[src/rtl/alu_writeback_stage.sv]
// In-order result queue between the ALU and the register-file write port.
// Retires entries to the register file and the {N,Z,C,V} flags, and answers operand bypass queries.
module alu_writeback_stage #(
  parameter int DATA_W = 8,
  parameter int RA_W   = 3,
  parameter int DEPTH  = 2
) (
  input  logic              clk,
  input  logic              rst,
  input  logic              in_valid,
  output logic              in_ready,
  input  logic [DATA_W-1:0] in_result,
  input  logic [RA_W-1:0]   in_rd,
  input  logic              in_we_reg,
  input  logic              in_we_flags,
  input  logic              in_carry,
  input  logic              in_ovf,
  output logic              rf_we,
  output logic [RA_W-1:0]   rf_waddr,
  output logic [DATA_W-1:0] rf_wdata,
  input  logic              rf_ready,
  output logic [3:0]        flags_q,
  input  logic [RA_W-1:0]   fwd_rd,
  output logic              fwd_hit,
  output logic [DATA_W-1:0] fwd_data,
  output logic              busy
);

  localparam int PW = (DEPTH > 1) ? $clog2(DEPTH) : 1;
  localparam int CW = PW + 1;
  localparam logic [CW-1:0] FULL = CW'(DEPTH);

  logic [DATA_W-1:0] ent_res_q [DEPTH];
  logic [RA_W-1:0]   ent_rd_q  [DEPTH];
  logic              ent_wer_q [DEPTH];
  logic              ent_wef_q [DEPTH];
  logic              ent_c_q   [DEPTH];
  logic              ent_v_q   [DEPTH];

  logic [PW-1:0] wr_ptr_q, wr_ptr_d;
  logic [PW-1:0] rd_ptr_q, rd_ptr_d;
  logic [CW-1:0] count_q, count_d;
  logic [3:0]    flags_d;

  logic accept, retire, head_valid, head_wer;

  assign in_ready   = !rst && (count_q < FULL);
  assign accept     = in_valid && in_ready;
  assign head_valid = (count_q != '0);
  assign head_wer   = ent_wer_q[rd_ptr_q];
  // Register writes wait for the port; flags-only entries never stall.
  assign retire     = head_valid && (!head_wer || rf_ready);

  always_comb begin
    wr_ptr_d = wr_ptr_q;
    rd_ptr_d = rd_ptr_q;
    count_d  = count_q;
    flags_d  = flags_q;
    if (accept) begin
      wr_ptr_d = wr_ptr_q + PW'(1);
    end
    if (retire) begin
      rd_ptr_d = rd_ptr_q + PW'(1);
      if (ent_wef_q[rd_ptr_q]) begin
        flags_d = {ent_res_q[rd_ptr_q][DATA_W-1], (ent_res_q[rd_ptr_q] == '0),
                   ent_c_q[rd_ptr_q], ent_v_q[rd_ptr_q]};
      end
    end
    count_d = count_q + CW'(accept) - CW'(retire);
  end

  always_ff @(posedge clk) begin
    if (rst) begin
      wr_ptr_q <= '0;
      rd_ptr_q <= '0;
      count_q  <= '0;
      flags_q  <= 4'b0000;
    end else begin
      wr_ptr_q <= wr_ptr_d;
      rd_ptr_q <= rd_ptr_d;
      count_q  <= count_d;
      flags_q  <= flags_d;
    end
  end

  always_ff @(posedge clk) begin
    if (accept) begin
      ent_res_q[wr_ptr_q] <= in_result;
      ent_rd_q[wr_ptr_q]  <= in_rd;
      ent_wer_q[wr_ptr_q] <= in_we_reg;
      ent_wef_q[wr_ptr_q] <= in_we_flags;
      ent_c_q[wr_ptr_q]   <= in_carry;
      ent_v_q[wr_ptr_q]   <= in_ovf;
    end
  end

  assign rf_we    = !rst && head_valid && head_wer;
  assign rf_waddr = rf_we ? ent_rd_q[rd_ptr_q]  : '0;
  assign rf_wdata = rf_we ? ent_res_q[rd_ptr_q] : '0;
  assign busy     = !rst && head_valid;

  // Matches indexed by age (0 = head), so the last hit in the scan is the youngest.
  logic              age_match [DEPTH];
  logic [DATA_W-1:0] age_data  [DEPTH];

  genvar gi;
  generate
    for (gi = 0; gi < DEPTH; gi++) begin : g_match
      logic [PW-1:0] slot;
      assign slot          = rd_ptr_q + PW'(gi);
      assign age_match[gi] = (CW'(gi) < count_q) && ent_wer_q[slot] && (ent_rd_q[slot] == fwd_rd);
      assign age_data[gi]  = ent_res_q[slot];
    end
  endgenerate

  always_comb begin
    fwd_hit  = 1'b0;
    fwd_data = '0;
    if (!rst) begin
      for (int i = 0; i < DEPTH; i++) begin
        if (age_match[i]) begin
          fwd_hit  = 1'b1;
          fwd_data = age_data[i];
        end
      end
    end
  end

endmodule

[config.mk]
export PLATFORM = sky130hd
export DESIGN_NAME = alu_writeback_stage
export DESIGN_NICKNAME = d
export VERILOG_FILES = /design/src/rtl/alu_writeback_stage.sv
export SDC_FILE = /design/constraint.sdc
export NUM_CORES = 1
export LEC_CHECK = 0
export ABC_AREA = 1
export BUFFER_PORTS_ARGS = -buffer_cell sky130_fd_sc_hd__buf_4
export CAP_MARGIN = 20
export CELL_PAD_IN_SITES_DETAIL_PLACEMENT = 1
export CELL_PAD_IN_SITES_GLOBAL_PLACEMENT = 2
export CORE_ASPECT_RATIO = 0.9
export CORE_UTILIZATION = 30
export DETAILED_ROUTE_END_ITERATION = 12
export PLACE_DENSITY_LB_ADDON = 0.08
export SETUP_SLACK_MARGIN = 0.1
export SYNTH_ARGS = -nofsm -noshare
export SYNTH_HDL_FRONTEND = slang
export SYNTH_SLANG_ARGS = --single-unit
[constraint.sdc]
create_clock -name clk -period 2.2 [get_ports clk]
set_input_delay 0.33 -clock clk [delete_from_list [all_inputs] [get_ports clk]]
set_output_delay 0.33 -clock clk [all_outputs]
set_load 0.05 [all_outputs]
==> out/metrics.cfg <==
[synthesis]
netlist-cell-type-count = 23
yosysSeqAreaShare = 0.533
synth-compound-area-share = 0.0734
syn_avg_cell_area_um2 = 8.32
syn-cell-area_um2 = 2030
netlist_instances = 244
synth_edf_count = 30
yosys.area_share.simple = 0.308
synth_mux_area_frac = 0
synthXorXnorAreaFrac = 0.00432
yosys_warnings = 0
synthAdderAreaFrac = 0.0123
synth_fp_nets = 268
synth-main-ff-cell = edfxtp_1
synthArstFlopShare = 0
synth_top_family_by_area = simple AND/OR/NAND/NOR gates
ys_seq_elements = 39

[sta]
fmax_mhz = 467
slew_violations = 0
fin_crit_sh = 0.973
rsz0062_at_grt = true
worst_clock_skew_ns = 0.00910
slew_headroom = 0.673
setup_violations = 0
period_minus_slack_ns = 2.14
finalSetupTns_ns = 0
hold_viol_final = 0
worstMarginPinSlew_ns = 0.490

[global_route]
grt_max_degree = 17
antenna_found_initial = 0
grt_use_total = 0.175
grt_overflow = 0
grt_pass1_wl_um = 9050
first_global_vias = 1845

[die]
core-area_um2 = 6550
dieArea_um2 = 7100
start_util = 0.310
die_y_um = 80.0
die_w_um = 88.7
rows = 28
io-pin-count = 49

[hold_path]
min_to = ent_rd_q[1][2]$_DFFE_PP_
min_path_cells = 1
hp-start = in_rd[2]
min_path_type = input pin to register

[power]
leakage_nw = 1.33
internal_power_mw = 1.81
swShare = 0.437
pwr-share-clk = 0.192
pwr-share-seq = 0.311
power.share.combinational = 0.498
p_per_area_nw_per_um2 = 1070
switchingPower_mw = 1.41
max-vdd-ir-drop_v = 0.000447

[setup_path]
end_kind = output port
slowest_delay_ns = 0.45
path_common_cell = nand2_8
crit_type = register to output port
required_ns = 1.87
rr_worst_depth = 10
rrSetupSlack_ns = 0.32
worstSetupStartpointType = register
r2r_end = count_q[1]$_SDFF_PP0_
critPathSlowestCell = edfxtp_1
path_max_fanout = 5
crit_chain = nand2_4 > nand2_2 > nand2_2 > nand2_4 > nor2_8 > nand2_8 > nand2_8 > nand2_8 > nor2_4 > buf_8
worst-endpoint-arrival_ns = 1.81

[detailed_routing]
firstDrtPassIters = 4
vias_per_cell = 4.49
wl_um = 5640
wl_per_cell_um = 14.1
ant_nets = 0
dr_total_vias = 1794
drc = 0
drtIter0Drc = 77

[clock_tree]
clkTransAtPathRegs_ns = 0.08
cts_tree = built
h-tree-depth = 2
clock_path_buffers = 2
cts_buffers = 5
clock-sinks = 39
clk_latency_ns = 0.29
cts_root_buffer = clkbuf_8

[flow_run]
max-cap-violations = 0

[place]
dpl.hpwl_um = 4050
io_buffers = 48
routabilityCongestion = 0.768
dpl.cell_count = 385

[final_layout]
antenna_cells = 0
synthToLayoutAreaGrowth_pct = 48.0
nets = 333
finalNonFillerCells = 400
fin_util = 0.458
layout-drive-gt1-share = 0.432
fill_cells = 789

[outcome]
outcome = finished, final reports clean

==> worst max-delay path: cells and delay by family (launching register included) <==
kind          cells  cell delay, ns
simple gates      9            0.90
buf+inv           1            0.15
flops             1            0.45
==> placed cells by master (no fill, tap or decap), types with 3 or more instances in the layout <==
cell type	instances
a21oi_1	7
buf_4	50
buf_6	7
buf_8	4
clkbuf_8	6
dfxtp_1	6
edfxtp_1	30
inv_1	28
nand2_1	61
nand2_2	17
nand2_4	4
nand2_8	4
nand3_1	12
nand3_2	3
nor2_1	8
nor2_2	17
nor2_4	6
o21ai_0	16
==> repair_timing <==
action,in CTS,in global routing
endpoints found under the setup margin,21,9
resized for setup,37,28
hold buffers,0,0
cloned,2,0
pin swaps,4,8
setup buffers,5,0
==> how the worst max path moves through the flow <==
stage | end | slack (ns) | startpoint
2_1_floorplan | rf_waddr[0] | 0.01 | count_q[1]$_SDFF_PP0_
3_3_place_gp | fwd_data[7] | -0.06 | rd_ptr_q$_SDFFE_PP0P_
3_5_place_dp | fwd_data[7] | -0.03 | rd_ptr_q$_SDFFE_PP0P_
4_1_cts | fwd_data[5] | 0.07 | ent_rd_q[1][0]$_DFFE_PP_
5_1_grt | fwd_data[1] | -0.04 | ent_rd_q[0][2]$_DFFE_PP_
6_report | fwd_data[5] | 0.06 | ent_rd_q[1][2]$_DFFE_PP_
==> logic make-up after synthesis <==
| group | after synthesis |
|---|---|
| simple gates | 137 |
| buf+inv | 36 |
| flops | 39 |
| xor+xnor | 1 |
| fa+ha+maj | 2 |
| compound gates | 29 |
==> flip-flops by register name (all words and copies together), names as in the netlist, named ones only <==
name       flops
wr_ptr_q       1
rd_ptr_q       1
ent_c_q        2
ent_res_q     16
flags_q        4
ent_wer_q      2
ent_v_q        2
ent_rd_q       6
ent_wef_q      2
count_q        2
==> power groups by stage <==
stage | Combinational (mW) | Sequential [mW] | Clock (mW)
4_1_cts | 1.54 | 0.995 | 0.640
3_5_place_dp | 1.36 | 0.990 | 0
3_3_place_gp | 1.35 | 0.988 | 0
2_1_floorplan | 0.900 | 1.03 | 0
6_report | 1.60 | 1.00 | 0.617
5_1_grt | 1.77 | 1.01 | 0.664
==> stage by stage <==
stage	setup WS, ns	hold WS [ns]	total power, mW	cell area, um^2
2_1_floorplan	0.0131	0.399	1.93	2070
3_3_place_gp	-0.0583	0.459	2.34	2580
3_5_place_dp	-0.0302	0.468	2.35	2580
4_1_cts	0.0726	0.208	3.17	2900
5_1_grt	-0.0402	0.201	3.44	3000
6_report	0.0589	0.218	3.22	3000
==> synth_stat cells, types with 3 or more instances <==
library cell  count  area share
nand2_2           4       0.012
o21ai_0          16       0.039
edfxtp_1         30        0.44
nor2_2            8       0.025
o21ai_1           3      0.0074
dfxtp_1           9       0.089
buf_2             4      0.0099
nor2_1           23       0.043
inv_1            28       0.052
a21oi_1           9       0.022
nand3_1          15       0.037
inv_2             3      0.0055
nand2_1          78        0.14
==> routing by layer <==
metal | track usage | vias to the layer above | part of all wire | routed length [um]
met5 | 0 | - | 0 | 0
met4 | 0.0435 | 0 | 0.0059 | 33
met3 | 0.0310 | 2 | 0.027 | 152
met2 | 0.302 | 28 | 0.50 | 2830
met1 | 0.226 | 847 | 0.47 | 2630
li1 | - | 917 | - | -
==> layout make-up <==
class	instances	area, um^2	area share
Clock buffer	6	82.6	0.0275
Multi-Input combinational cell	171	1040	0.346
Sequential cell	39	1090	0.363
Inverter	31	129	0.0429
Clock inverter	2	35.0	0.0117
Tap cell	90	113	0.0375
Timing Repair Buffer	61	514	0.171
Power figures use the tool's default switching activity.
